--- config.mk ---
export PLATFORM = sky130hd
export DESIGN_NAME = fft_dit_pipeline
export DESIGN_NICKNAME = d
export VERILOG_FILES = /design/src/rtl/fft_dit_pkg.sv /design/src/rtl/fft_dit_bfly.sv /design/src/rtl/fft_dit_pipeline.sv
export SDC_FILE = /design/constraint.sdc
export NUM_CORES = 2
export LEC_CHECK = 0
export CORE_UTILIZATION = 45
export DETAILED_ROUTE_END_ITERATION = 6
export SYNTH_ARGS = -nofsm -noshare
export SYNTH_HDL_FRONTEND = slang
export SYNTH_SLANG_ARGS = --single-unit
--- constraint.sdc ---
create_clock -name clk -period 25.1 [get_ports clk]
set_input_delay 5.02 -clock clk [delete_from_list [all_inputs] [get_ports clk]]
set_output_delay 5.02 -clock clk [all_outputs]
set_load 0.01 [all_outputs]
--- src/rtl/fft_dit_pkg.sv ---
// Shared constants and types for the 8-point radix-2 DIT FFT pipeline.
// Optional round-half-up arithmetic is selected with FFT_DIT_ROUND_EN.
package fft_dit_pkg;

    localparam int FFT_SIZE = 8;
    localparam int IN_W     = 16;
    localparam int OUT_W    = 17;
    localparam int TW_W     = 16;
    localparam int STAGES   = 3;

    // W8^k = W8_COS[k] - j*W8_SIN[k], Q1.15
    localparam logic signed [TW_W-1:0] W8_COS [4] =
        '{16'sd32767, 16'sd23170, 16'sd0, -16'sd23170};
    localparam logic signed [TW_W-1:0] W8_SIN [4] =
        '{16'sd0, 16'sd23170, 16'sd32767, 16'sd23170};

    localparam int BIT_REV [FFT_SIZE] =
        '{0, 4, 2, 6, 1, 5, 3, 7};

    typedef struct packed {
        logic signed [OUT_W-1:0] re;
        logic signed [OUT_W-1:0] im;
    } cplx_t;

endpackage

--- src/rtl/fft_dit_bfly.sv ---
// Combinational radix-2 butterfly: (a + b*W8^k)/2 and (a - b*W8^k)/2.
// FFT_DIT_ROUND_EN selects round-half-up; otherwise floor shifts.
module fft_dit_bfly
    import fft_dit_pkg::*;
(
    input  cplx_t      a_i,
    input  cplx_t      b_i,
    input  logic [1:0] tw_i,
    output cplx_t      p_o,
    output cplx_t      m_o
);

    localparam int BW = OUT_W + 1;
    localparam int PW = BW + TW_W;
    localparam int SW = OUT_W + 3;
    localparam int SH = TW_W - 1;

`ifdef FFT_DIT_ROUND_EN
    localparam int RND_TW = 1 << (SH - 1);
    localparam int RND_BF = 1;
`else
    localparam int RND_TW = 0;
    localparam int RND_BF = 0;
`endif

    logic signed [BW-1:0] sum_b, dif_b;
    logic signed [PW-1:0] prod_s, prod_d;
    logic signed [SW-1:0] tw_s, tw_d;
    logic signed [SW-1:0] t_re, t_im;
    logic signed [SW-1:0] p_re, p_im, m_re, m_im;

    // W^1 and W^3 share |cos| = |sin|, so one product per axis suffices
    assign sum_b  = BW'(b_i.re) + BW'(b_i.im);
    assign dif_b  = BW'(b_i.im) - BW'(b_i.re);
    assign prod_s = PW'(sum_b) * PW'(W8_COS[1]);
    assign prod_d = PW'(dif_b) * PW'(W8_SIN[1]);
    assign tw_s   = SW'((prod_s + PW'(RND_TW)) >>> SH);
    assign tw_d   = SW'((prod_d + PW'(RND_TW)) >>> SH);

    always_comb begin
        t_re = SW'(b_i.re);
        t_im = SW'(b_i.im);
        unique case (tw_i)
            2'd0: begin
                t_re = SW'(b_i.re);
                t_im = SW'(b_i.im);
            end
            2'd1: begin
                t_re = tw_s;
                t_im = tw_d;
            end
            2'd2: begin
                t_re = SW'(b_i.im);
                t_im = -SW'(b_i.re);
            end
            default: begin
                t_re = tw_d;
                t_im = -tw_s;
            end
        endcase
    end

    assign p_re = SW'(a_i.re) + t_re;
    assign p_im = SW'(a_i.im) + t_im;
    assign m_re = SW'(a_i.re) - t_re;
    assign m_im = SW'(a_i.im) - t_im;

    always_comb begin
        p_o.re = OUT_W'((p_re + SW'(RND_BF)) >>> 1);
        p_o.im = OUT_W'((p_im + SW'(RND_BF)) >>> 1);
        m_o.re = OUT_W'((m_re + SW'(RND_BF)) >>> 1);
        m_o.im = OUT_W'((m_im + SW'(RND_BF)) >>> 1);
    end

endmodule

--- src/rtl/fft_dit_pipeline.sv ---
// Fully pipelined 8-point DIT FFT, one transform per clock, 1/8 scaled.
// Rounding mode set by FFT_DIT_ROUND_EN (see fft_dit_bfly).
module fft_dit_pipeline
    import fft_dit_pkg::*;
(
    input  logic                    clk,
    input  logic                    rst,
    input  logic signed [IN_W-1:0]  x_r [FFT_SIZE],
    input  logic signed [IN_W-1:0]  x_i [FFT_SIZE],
    input  logic                    enable,
    output logic                    finish,
    output logic signed [OUT_W-1:0] y_r [FFT_SIZE],
    output logic signed [OUT_W-1:0] y_i [FFT_SIZE]
);

    localparam int NB = FFT_SIZE / 2;

    logic [STAGES:0] vld_q, vld_d;
    cplx_t s0_d [FFT_SIZE];
    cplx_t s0_q [FFT_SIZE];
    cplx_t s1_d [FFT_SIZE];
    cplx_t s1_q [FFT_SIZE];
    cplx_t s2_d [FFT_SIZE];
    cplx_t s2_q [FFT_SIZE];
    cplx_t s3_d [FFT_SIZE];
    cplx_t s3_q [FFT_SIZE];

    assign vld_d = {vld_q[STAGES-1:0], enable};

    for (genvar g = 0; g < FFT_SIZE; g++) begin : g_io
        // bit-reversed capture so every later stage is in-place
        assign s0_d[g].re = OUT_W'(x_r[BIT_REV[g]]);
        assign s0_d[g].im = OUT_W'(x_i[BIT_REV[g]]);
        assign y_r[g]     = s3_q[g].re;
        assign y_i[g]     = s3_q[g].im;
    end

    for (genvar g = 0; g < NB; g++) begin : g_bf
        localparam int A2 = 4 * (g / 2) + (g % 2);

        fft_dit_bfly u_s1 (
            .a_i (s0_q[2*g]),
            .b_i (s0_q[2*g+1]),
            .tw_i(2'd0),
            .p_o (s1_d[2*g]),
            .m_o (s1_d[2*g+1])
        );

        fft_dit_bfly u_s2 (
            .a_i (s1_q[A2]),
            .b_i (s1_q[A2+2]),
            .tw_i(2'(2 * (g % 2))),
            .p_o (s2_d[A2]),
            .m_o (s2_d[A2+2])
        );

        fft_dit_bfly u_s3 (
            .a_i (s2_q[g]),
            .b_i (s2_q[g+NB]),
            .tw_i(2'(g)),
            .p_o (s3_d[g]),
            .m_o (s3_d[g+NB])
        );
    end

    always_ff @(posedge clk) begin
        if (rst) begin
            vld_q <= '0;
            s0_q  <= '{default: '0};
            s1_q  <= '{default: '0};
            s2_q  <= '{default: '0};
            s3_q  <= '{default: '0};
        end else begin
            vld_q <= vld_d;
            if (enable)   s0_q <= s0_d;
            if (vld_q[0]) s1_q <= s1_d;
            if (vld_q[1]) s2_q <= s2_d;
            if (vld_q[2]) s3_q <= s3_d;
        end
    end

    assign finish = vld_q[STAGES];

endmodule

* After elaboration in Yosys (flattened, before gate mapping)
Index checks and enable logic that the tools add are counted.
Cells by class: $add $sub $neg 56, multipliers 4
Operators with widths (count):
- adder 16 x 16 -> 17 bit | 14
- subtractor 16 x 16 -> 17 bit | 14
- multiplier 18 x 15 -> 32 bit, second input constant | 4
- adder 17 x 17 -> 18 bit | 5
- adder 17 x 18 -> 18 bit | 5
- subtractor 17 x 17 -> 18 bit | 5
- subtractor 17 x 18 -> 18 bit | 5
- adder 16 x 18 -> 18 bit | 2
- negator 16 -> 18 bit | 2
- subtractor 16 x 18 -> 18 bit | 2
- negator 17 -> 18 bit | 1
- negator 18 bit | 1
Storage, ports and cells: bits in registers 1060, input bits 259, output and inout port bits 273, logic and storage cells 125

* Longest topological paths before layout
depth in word-level cells 4, gate-level depth with buffers 52

* By module
A second synthesis with hierarchy kept.
Unflattened totals: cells, all modules 24275, area, all modules 214355.6 sq um
By module, submodules not included:
- fft_dit_bfly at g_bf[0].u_s1 ... | instances 5, cells each 1777, area each 14801.7 sq um
- fft_dit_bfly at g_bf[2].u_s3 ... | instances 3, cells each 1672, area each 14450.1 sq um
- fft_dit_pipeline | instances 1, cells each 3468, area each 38719.6 sq um
- fft_dit_bfly at g_bf[0].u_s2 | instances 1, cells each 1766, area each 14823.0 sq um
- fft_dit_bfly at g_bf[3].u_s3 | instances 1, cells each 1771, area each 14706.6 sq um
- fft_dit_bfly at g_bf[2].u_s1 | instances 1, cells each 1722, area each 14532.7 sq um
- fft_dit_bfly at g_bf[2].u_s2 | instances 1, cells each 1647, area each 14214.9 sq um

* Worst setup path after synthesis
Ideal clock, no wire load.
path kind flip-flop to flip-flop, start register s2_q[18] (netlist name), end register s3_q (netlist bit y_r[84]), setup time 0.086 ns, arrival 9.745 ns, data required time 25.014 ns, slack 15.270 ns, cell stages (with the launch flop) 48, path buffers 1, path through dfxtp_1 > inv_1 > ha_1 > nor2b_1 > o21ai_0 > a21oi_1 > o21ai_0 > a21boi_0 > o21ai_0 > a21oi_1 > o21ai_0 > a21oi_1 > o21ai_0 > a21oi_1 > a2111o_1 > a21o_1 > o21ai_0 > ha_1 > [12 not listed] > nor2b_1 > nor2_1 > o21ai_1 > a21oi_1 > nor2b_1 > or2_2 > a21oi_1 > xnor2_1 > ha_1 > clkbuf_1 > and3_1 > nand2_1 > nor2_1 > nor3_1 > o211ai_1 > o21ai_0 > xnor2_1 > a211oi_1
Between the ends: longest elaborated chain between the ends 3
RTL lines:
- start, declared | RTL line fft_dit_pipeline.sv:24 | cplx_t s2_q [FFT_SIZE];
- start signal, assigned | RTL line fft_dit_pipeline.sv:71 | s2_q <= '{default: '0};
- start signal, assigned | RTL line fft_dit_pipeline.sv:77 | if (vld_q[1]) s2_q <= s2_d;
- subtractor 17 x 17 -> 18 bit | RTL line fft_dit_bfly.sv:34 | assign dif_b = BW'(b_i.im) - BW'(b_i.re);
- multiplier 18 x 15 -> 32 bit | RTL line fft_dit_bfly.sv:36 | assign prod_d = PW'(dif_b) * PW'(W8_SIN[1]);
- adder 17 x 18 -> 18 bit | RTL line fft_dit_bfly.sv:63 | assign p_re = SW'(a_i.re) + t_re;
- end signal, assigned | RTL line fft_dit_pipeline.sv:72 | s3_q <= '{default: '0};
- end signal, assigned | RTL line fft_dit_pipeline.sv:78 | if (vld_q[2]) s3_q <= s3_d;
- end, declared | RTL line fft_dit_pipeline.sv:26 | cplx_t s3_q [FFT_SIZE];
No other way between the ends. A chain may end at the register's enable or synchronous reset.

* Worst setup path in the final report
start register s2_q[18] (netlist name), end register s3_q (netlist bit y_r[16])
Between the ends: longest elaborated chain between the ends 3
RTL lines:
- subtractor 17 x 17 -> 18 bit | RTL line fft_dit_bfly.sv:34
- multiplier 18 x 15 -> 32 bit | RTL line fft_dit_bfly.sv:36
- subtractor 17 x 18 -> 18 bit | RTL line fft_dit_bfly.sv:65 | assign m_re = SW'(a_i.re) - t_re;
No other way between the ends.

==> metrics.csv <==
metric,value,unit
run status,"complete, no violations",
Hold Fails Final Rpt,0,
CP max stage delay,0.53,ns
Synth cell types,91,
Starting DRT DRC Count,5037,
Root Driver,clkbuf_16,
Routed Antenna Nets,0,
post-route cell area,97800,sq um
CP required,25.74,ns
Max clock buf depth,3,
global-route wire length before repair,425000,um
CP endpoint kind,flop,
cts bufs inserted,120,
Mapped Area,86000,sq um
"CP delay by family, top",compound AO/OA/AOI/OAI gates,
crit-path most repeated cell,a21oi_1,
ys async rst share,0,%
Post-Route Setup TNS,0,ns
# hold bufs at CTS,0,
syn_nets,12100,
sequential element share of the synthesized area,24.4,%
number of synthesized flops with an enable pin,0,
WL/cell,21.9,um
Mapped Avg Cell Area,8.47,sq um
largest net degree at the start of global routing,202,
final net count,12400,
Hold Path Class,reg -> reg,
CP Buf/Inv Count,6,
# IOs,532,
die area,193000,sq um
via count,70600,
drt first pass iters,6,
GRT Util Overall,29.0,%
die height,439,um
Worst-Skew Late Latency,0.82,ns
Chip Width,439,um
crit path max-delay cell type,fa_1,
Synth Register Bits,1048,
"commonest cells after routing, fill and taps aside","inv_1 (1,406), nor2_1 (1,344), ha_1 (1,322)",
CP Max Fanout,9,
normalized max-slew margin,13.5,%
Vias/cell,5.39,
Total Routed Length,287000,um
number of remaining DRC errors,0,
Worst setup SP type,flop,
Clock Pin Slew Worst Setup and Hold Paths,0.06,ns
row cnt,160,
Crit Path Category,reg -> reg,
Worst Tran Pin Value,1.29,ns
top cell type's share of synthesized area,24.4,%
Clock Skew,0.0427,ns
Synth area leaders,"dfxtp_1 (24%), ha_1 (19%), fa_1 (7.4%)",
"Top FF cell, synth",dfxtp_1,
Initial Utilization,45.3,%
CTS Sinks,1048,
Post-CTS Setup Bufs,0,
Pins Over Slew Limit,0,
unrepaired setup endpoints after global routing,false,
Port Buf Inserts,531,
core region area,190000,sq um
Min Hold Slack,0.454,ns
leading area contributor after synthesis,dfxtp_1,
layout cells sized above 1,3.09,%
CTS resizes,0,
worst path arrival time,11.14,ns
initial antenna violation count,8,
Final WS setup,14.60,ns
final setup vio count,0,
minimum clock period,10.50,ns
CTS tree,yes,
global route overflow,0,
Placer Congestion,0.987,
Synth Warn #,0,
max-cap viol count,0,
Final period util,41.8,%
Detail Placement HPWL,238000,um
area grow syn2layout,13.7,%
Cells after Synth,10200,
htree depth,3,
dpl ws,14.73,ns
"most common cell after layout, fill and taps aside",inv_1,
fillers,18000,
dpl cell area,93500,sq um
vias in the first global route,67300,
achievable frequency,0.0952,GHz
registers in the layout (all words and copies together) (netlist names):
| name | count |
|---|---|
| s0_q | 256 |
| s2_q | 260 |
| y_i | 136 |
| vld_q | 4 |
| s1_q | 256 |
| y_r | 136 |
routing by layer:
layer  GRT usage [%]  up-vias  wire length (um)
li1                -    34800                 -
met1            41.1    33800            137000
met2            45.6     1676            126000
met3            3.79      298             15500
met4            8.78        6              8860
met5               0        -                35
area by class of cell:
class	instances	area [sq um]	area share, %
multi-input cells	7303	58300	59.6
flip-flops and latches	1048	21000	21.5
repair buffers	583	5750	5.88
inverters	1411	5300	5.42
clock buffers	162	3410	3.49
well taps	2511	3140	3.21
clock inverters	63	897	0.917
diodes	2	5.00	0.00512
worst reg2reg max path: cells and delay by family, from the launching register on:
| family | cells | cell delay [ns] |
|---|---|---|
| AO/OA/AOI/OAI | 22 | 4.02 |
| adder cells (fa/ha/maj) | 9 | 3.74 |
| AND/OR/NAND/NOR | 11 | 1.23 |
| XOR/XNOR | 3 | 0.55 |
| buffers and inverters | 6 | 0.46 |
| flip-flops | 1 | 0.36 |
synthesized netlist by cell type, drive strengths merged, types with 86 or more instances:
cell type  count
a211oi       377
a21o         106
a21oi        676
clkbuf       337
dfxtp       1048
fa           316
ha          1322
inv         1409
mux2i        470
nand2        255
nand2b        99
nand3         89
nor2        1347
nor2b         86
nor3         143
o21ai        359
o21bai       246
xnor2        617
xor2         112
cell families after synthesis:
| family | count (synthesis) | synth area share (%) |
|---|---|---|
| compound gates | 2193 | 16.5 |
| xor+xnor | 729 | 7.42 |
| fa+ha+maj | 1638 | 26.6 |
| buf+inv | 1805 | 7.89 |
| flops | 1048 | 24.4 |
| mux | 471 | 5.48 |
| simple gates | 2272 | 11.7 |
path summary, 6_finish.rpt:
kind	slack, ns	cells after the start	endpoint	startpoint
setup / recovery	14.60	51	y_r[16]	s2_q[18]
hold / removal	0.45	2	y_r[115]	y_r[115]
setup reg to reg	14.60	51	y_r[16]	s2_q[18]
hold reg to reg	0.45	2	y_r[115]	y_r[115]
metrics by stage:
step | util [%] | cells
after floorplan | - | 10200
after global placement | 49.2 | 12900
after detailed placement | 49.2 | 12900
after CTS | 51.5 | 13100
after global routing | 51.5 | 13100
final | 51.5 | 13100
Power is not shown: default switching activity piles up to over one toggle a cycle in this logic, so the estimate is an artifact.
